File: src/rtl/char_queue_pkg.sv
// Shared types and defaults for the character input queue.
package char_queue_pkg;

  localparam int DEFAULT_DEPTH  = 8;
  localparam int DEFAULT_DATA_W = 5;

  typedef logic [DEFAULT_DATA_W-1:0] char_t;

  typedef enum logic [1:0] {
    IDLE   = 2'd0,
    HELD   = 2'd1,
    REPEAT = 2'd2
  } press_state_t;

  function automatic int max_int(input int a, input int b);
    return (a > b) ? a : b;
  endfunction

endpackage

File: src/rtl/char_fifo.sv
// Circular FIFO holding committed characters; head is shown combinationally from the storage registers.
module char_fifo
  import char_queue_pkg::*;
#(
  parameter int DEPTH  = DEFAULT_DEPTH,
  parameter int DATA_W = DEFAULT_DATA_W
) (
  input  logic                       clk_in,
  input  logic                       rst_in,
  input  logic                       clear_in,
  input  logic                       push_in,
  input  logic                       pop_in,
  input  logic [DATA_W-1:0]          data_in,
  output logic [DATA_W-1:0]          data_out,
  output logic                       valid_out,
  output logic                       full_out,
  output logic [$clog2(DEPTH+1)-1:0] count_out
);

  localparam int PTR_W = (DEPTH > 1) ? $clog2(DEPTH) : 1;
  localparam int CNT_W = $clog2(DEPTH+1);

  logic [DATA_W-1:0] mem_q [DEPTH];
  logic [PTR_W-1:0]  wr_ptr_q, wr_ptr_d;
  logic [PTR_W-1:0]  rd_ptr_q, rd_ptr_d;
  logic [CNT_W-1:0]  count_q, count_d;
  logic              empty, full, do_push, do_pop;

  assign empty   = (count_q == '0);
  assign full    = (count_q == CNT_W'(DEPTH));
  assign do_pop  = pop_in && !empty;
  // A pop on the same edge frees the slot the push is about to use.
  assign do_push = push_in && (!full || do_pop);

  always_comb begin
    wr_ptr_d = wr_ptr_q;
    rd_ptr_d = rd_ptr_q;
    count_d  = count_q;
    if (clear_in) begin
      wr_ptr_d = '0;
      rd_ptr_d = '0;
      count_d  = '0;
    end else begin
      if (do_push) wr_ptr_d = wr_ptr_q + PTR_W'(1);
      if (do_pop)  rd_ptr_d = rd_ptr_q + PTR_W'(1);
      case ({do_push, do_pop})
        2'b10:   count_d = count_q + CNT_W'(1);
        2'b01:   count_d = count_q - CNT_W'(1);
        default: count_d = count_q;
      endcase
    end
  end

  always_ff @(posedge clk_in or negedge rst_in) begin
    if (!rst_in) begin
      wr_ptr_q <= '0;
      rd_ptr_q <= '0;
      count_q  <= '0;
    end else begin
      wr_ptr_q <= wr_ptr_d;
      rd_ptr_q <= rd_ptr_d;
      count_q  <= count_d;
    end
  end

  // Storage is never reset; an empty queue masks whatever it holds.
  always_ff @(posedge clk_in) begin
    if (do_push && !clear_in) mem_q[wr_ptr_q] <= data_in;
  end

  assign data_out  = empty ? '0 : mem_q[rd_ptr_q];
  assign valid_out = !empty;
  assign full_out  = full;
  assign count_out = count_q;

endmodule

File: src/rtl/char_input_queue.sv
// Button-driven character queue: edge detect, press FSM, overflow flag and flush around char_fifo.
// Define CHAR_INPUT_QUEUE_AUTOREPEAT_EN to enable auto-repeat while the button is held.
module char_input_queue
  import char_queue_pkg::*;
#(
  parameter int DEPTH         = DEFAULT_DEPTH,
  parameter int DATA_W        = DEFAULT_DATA_W,
  parameter int REPEAT_DELAY  = 50_000_000,
  parameter int REPEAT_PERIOD = 10_000_000
) (
  input  logic                       clk_in,
  input  logic                       rst_in,
  input  logic                       commit_in,
  input  logic [DATA_W-1:0]          char_in,
  input  logic                       clear_in,
  input  logic                       ready_in,
  output logic                       data_valid_out,
  output logic [DATA_W-1:0]          data_out,
  output logic [$clog2(DEPTH+1)-1:0] count_out,
  output logic                       overflow_out
);

  if ((DEPTH < 2) || ((DEPTH & (DEPTH - 1)) != 0) || (REPEAT_DELAY < 1) || (REPEAT_PERIOD < 1)) begin : g_bad_params
    $error("char_input_queue: DEPTH must be a power of two >= 2 and repeat timings >= 1");
  end

  logic         commit_q;
  logic         push_req, fifo_push, fifo_pop, fifo_full;
  logic         overflow_q, overflow_d;
  press_state_t state_q, state_d;

  assign push_req = commit_in && !commit_q;
  assign fifo_pop = data_valid_out && ready_in;

`ifdef CHAR_INPUT_QUEUE_AUTOREPEAT_EN
  localparam int CNT_W = max_int(1, $clog2(max_int(REPEAT_DELAY, REPEAT_PERIOD)));

  logic [CNT_W-1:0] rpt_cnt_q, rpt_cnt_d;
  logic             rpt_push;

  always_comb begin
    state_d   = state_q;
    rpt_cnt_d = rpt_cnt_q + CNT_W'(1);
    rpt_push  = 1'b0;
    case (state_q)
      IDLE: begin
        rpt_cnt_d = '0;
        if (push_req) state_d = HELD;
      end
      HELD: begin
        if (!commit_in) begin
          state_d = IDLE;
        end else if (rpt_cnt_q == CNT_W'(REPEAT_DELAY - 1)) begin
          state_d  = REPEAT;
          rpt_push = 1'b1;
        end
      end
      REPEAT: begin
        if (!commit_in) begin
          state_d = IDLE;
        end else if (rpt_cnt_q == CNT_W'(REPEAT_PERIOD - 1)) begin
          rpt_push  = 1'b1;
          rpt_cnt_d = '0;
        end
      end
      default: state_d = IDLE;
    endcase
    if (state_d != state_q) rpt_cnt_d = '0;
  end

  always_ff @(posedge clk_in or negedge rst_in) begin
    if (!rst_in) rpt_cnt_q <= '0;
    else         rpt_cnt_q <= rpt_cnt_d;
  end

  assign fifo_push = push_req || rpt_push;
`else
  always_comb begin
    state_d = state_q;
    case (state_q)
      IDLE:    if (push_req) state_d = HELD;
      default: if (!commit_in) state_d = IDLE;
    endcase
  end

  assign fifo_push = push_req;
`endif

  always_comb begin
    overflow_d = overflow_q;
    if (clear_in)                                 overflow_d = 1'b0;
    else if (fifo_push && fifo_full && !fifo_pop) overflow_d = 1'b1;
  end

  // commit_q comes out of reset high so a button held through reset is not a new press.
  always_ff @(posedge clk_in or negedge rst_in) begin
    if (!rst_in) begin
      commit_q   <= 1'b1;
      state_q    <= IDLE;
      overflow_q <= 1'b0;
    end else begin
      commit_q   <= commit_in;
      state_q    <= state_d;
      overflow_q <= overflow_d;
    end
  end

  char_fifo #(
    .DEPTH  (DEPTH),
    .DATA_W (DATA_W)
  ) u_fifo (
    .clk_in    (clk_in),
    .rst_in    (rst_in),
    .clear_in  (clear_in),
    .push_in   (fifo_push),
    .pop_in    (fifo_pop),
    .data_in   (char_in),
    .data_out  (data_out),
    .valid_out (data_valid_out),
    .full_out  (fifo_full),
    .count_out (count_out)
  );

  assign overflow_out = overflow_q;

endmodule

File: config.mk
export PLATFORM = sky130hd
export DESIGN_NAME = char_input_queue
export DESIGN_NICKNAME = d
export VERILOG_FILES = /design/src/rtl/char_queue_pkg.sv /design/src/rtl/char_fifo.sv /design/src/rtl/char_input_queue.sv
export SDC_FILE = /design/constraint.sdc
export NUM_CORES = 1
export LEC_CHECK = 0
export BUFFER_PORTS_ARGS = -buffer_cell sky130_fd_sc_hd__buf_4
export CORE_MARGIN = 2
export CORE_UTILIZATION = 35
export CTS_BUF_LIST = sky130_fd_sc_hd__clkbuf_4
export CTS_CLUSTER_SIZE = 28
export DETAILED_ROUTE_END_ITERATION = 6
export SETUP_SLACK_MARGIN = 0.02
export SLEW_MARGIN = 25
export SYNTH_ARGS = -nofsm -noshare
export SYNTH_HDL_FRONTEND = slang
export SYNTH_SLANG_ARGS = --single-unit
File: constraint.sdc
create_clock -name clk_in -period 2.4 [get_ports clk_in]
set_input_delay 0.24 -clock clk_in [delete_from_list [all_inputs] [get_ports clk_in]]
set_output_delay 0.24 -clock clk_in [all_outputs]
set_load 0.02 [all_outputs]
==> flow_summary.ini <==
[run_status]
status = finished, final reports clean

[synth]
synth_area_leaders = edfxtp_1 (53%), dfrtp_1 (12%), mux4_2 (9.9%)
synth_top_area_share_pct = 52.86
synth_nets = 156
synth-seq-cells = 52
synthesis.area_um2 = 2272
ys.flop_type = edfxtp_1
yosysWarnings = 0
synthCells = 142
synth.distinct_cells = 34
synth_most_common_cell = edfxtp_1
synth_common_cells = edfxtp_1 (40), nor2_1 (24), dfrtp_1 (11), mux4_2 (10), mux2i_1 (8)
seq_area_frac_synth_pct = 66.13
postSynthAreaPerCell_um2 = 16.00
synth_top_cell_by_area = edfxtp_1
synthArstFlopShare_pct = 23.08
synth_edf_count = 40

[timing]
fin_skew_ns = 0.01149
grt_setup_unrepaired = no
min_period_ns = 2.289
max_slew_margin_pct = 47.35
finalSetupViolCount = 0
layout_setup_ws_ns = 0.1105
finalMaxSlewViolations = 0
fin_setup_tns_ns = 0
hold_viol_final = 0
post-route-period-util_pct = 95.39
worst_pin_slew_ns = 0.7836
max_freq_mhz = 436.8
hold_slack_ns = 0.1118

[finish]
fin_nets = 189
fill_cells = 613
multi_input_area_um2 = 734.5
design_area_um2 = 2659
syn2layout_area_growth_pct = 17.02
drive_gt1_share_pct = 32.39
seq_area_um2 = 1503
final_cells = 253
diodes = 0
utilization_pct = 42.11

[clocking]
clk_pin_slew_ns = 0.14
postCtsResizedCells = 0
clock_tree.root_cell = clkbuf_4
cts_buffer_depth = 2
cts_sinks = 52
h-tree-depth = 2
cts_tree = yes
numCtsBuffers = 5
worstSkewPairLatency_ns = 0.36

[grt]
met1_usage_pct = 17.45
grt_pass1_wl_um = 7203
grt_pass1_vias = 1326
grt_antenna_before_repair = 0
grt_max_degree = 16
use_met3_pct = 2.557
grt_busiest_layer = met2
grt.overflow.total = 0
grt_use_total_pct = 13.16
grt_use_met2_pct = 21.19

[flow_run]
max_cap_violations = 0

[placement]
post-dp-hpwl_um = 3045
placed_area_um2 = 2559
place_inst = 243
numPortBuffers = 20
post-place-ws_ns = 0.1392
globalplace.congestion = 0.8329

[critical_path]
rr_endpoint = u_fifo.count_out[3]
critPathMaxStageDelay_ns = 0.50
rrSetupSlack_ns = 0.11
crit_type = register to register
crit_fanout = 5
crit_slowest_cell = o41ai_4
cp.arrival_ns = 2.54
worstPathRequired_ns = 2.65
end_kind = register
path_delay_family = compound AO/OA/AOI/OAI gates
crit_chain = o41ai_4 -> nor2_4 -> ha_1 -> a311oi_1 -> a211oi_2 -> mux2_4
critPathLaunchType = register
regToRegStartpoint = u_fifo.count_out[0]
critPathBufInv = 0
worstRegToRegCells = 6

[route]
drt-pass1-iter-count = 4
drt_iter0_drc = 112
drcViolationCount = 0
ant_nets = 0
vias_per_cell = 5.008
routed_wl_um = 4280
via_count = 1267
routedWlPerCell_um = 16.92

[worst_hold_path]
holdPathEnd = u_fifo.mem_q[7][1]
min_path_cells = 1
min_from = char_in[1]
hp-class = input pin to register

[floorplan]
fp.dieArea_um2 = 7152
core_area_um2 = 6314
rows = 29
die_y_um = 84.57
die_w_um = 84.57
initial_utilization_pct = 35.99
io_pins = 21

[pwr]
ir_drop_mv = 0.3014
p_per_area_nw_per_um2 = 960.7
power_leakage_nw = 0.9906
power_mw = 2.554
-- worst max-delay path by stage --
| stage | startpoint | to | slack (ns) | depth (start not counted) |
|---|---|---|---|---|
| after floorplan | u_fifo.count_out[1] | u_fifo.count_out[3] | 0.15 | 8 |
| after global placement | u_fifo.count_out[0] | u_fifo.count_out[3] | 0.23 | 7 |
| after detailed placement | u_fifo.count_out[0] | u_fifo.count_out[3] | 0.14 | 6 |
| after CTS | u_fifo.count_out[0] | u_fifo.count_out[3] | 0.11 | 6 |
| after global routing | u_fifo.count_out[0] | u_fifo.count_out[3] | 0.02 | 7 |
| final | u_fifo.count_out[0] | u_fifo.count_out[3] | 0.11 | 6 |
-- timing repair --
item,CTS,global route
hold endpoints to repair,13,0
hold buffers,2,0
buffers inserted,0,0
-- kinds of logic (layout without fill, tap and decap cells) --
kind of cell	count (synthesis)	after routing	synth area share, %
adders and majority gates	4	4	2.203
buffers and inverters	7	41	1.541
and+or+nand+nor	43	43	9.196
xor gates and xnor gates	7	7	2.698
muxes	19	19	14.10
DFF	52	52	66.13
AOI/OAI and AO/OA	10	10	4.130
-- routing by layer --
| layer | share of wire [%] | up-vias |
|---|---|---|
| li1 | - | 598 |
| met1 | 44 | 635 |
| met2 | 50 | 24 |
| met3 | 2.8 | 10 |
| met4 | 2.5 | 0 |
| met5 | 0 | - |
-- sequential cells by signal, indices dropped and copies added (netlist names) --
signal	cells
u_fifo.rd_ptr_q	3
u_fifo.count_out	4
overflow_out	1
commit_q	1
u_fifo.wr_ptr_q	3
u_fifo.mem_q	40
-- area by class of cell --
cell class | instances | share of cell area (%)
Clock buffer | 6 | 1.694
Tap cell | 77 | 3.624
Timing Repair Buffer | 31 | 8.941
Inverter | 2 | 0.2824
Clock inverter | 2 | 1.318
Sequential cell | 52 | 56.52
Multi-Input combinational cell | 83 | 27.62
-- layout by cell type, fill, tap and decap left out, types with 2 or more instances in the layout --
cell           instances
mux4_2                10
clkbuf_4               6
nand3_1                2
nor2_4                 2
edfxtp_1              40
a21oi_1                2
nand2_1                4
mux2i_1                8
dlygate4sd3_1          2
xor2_1                 6
ha_1                   4
nor3_1                 3
buf_4                 29
nand2b_1               4
nor2_1                24
dfrtp_1               11
-- power breakdown --
group / leakage (nW) / switching (mW) / total, mW / internal, mW
Clock: 0.0456 / 0.260 / 0.490 / 0.230
Sequential: 0.522 / 0.0598 / 1.07 / 1.01
Combinational: 0.423 / 0.539 / 0.992 / 0.453
Total: 0.991 / 0.858 / 2.55 / 1.70
Power figures use the tool's default switching activity.
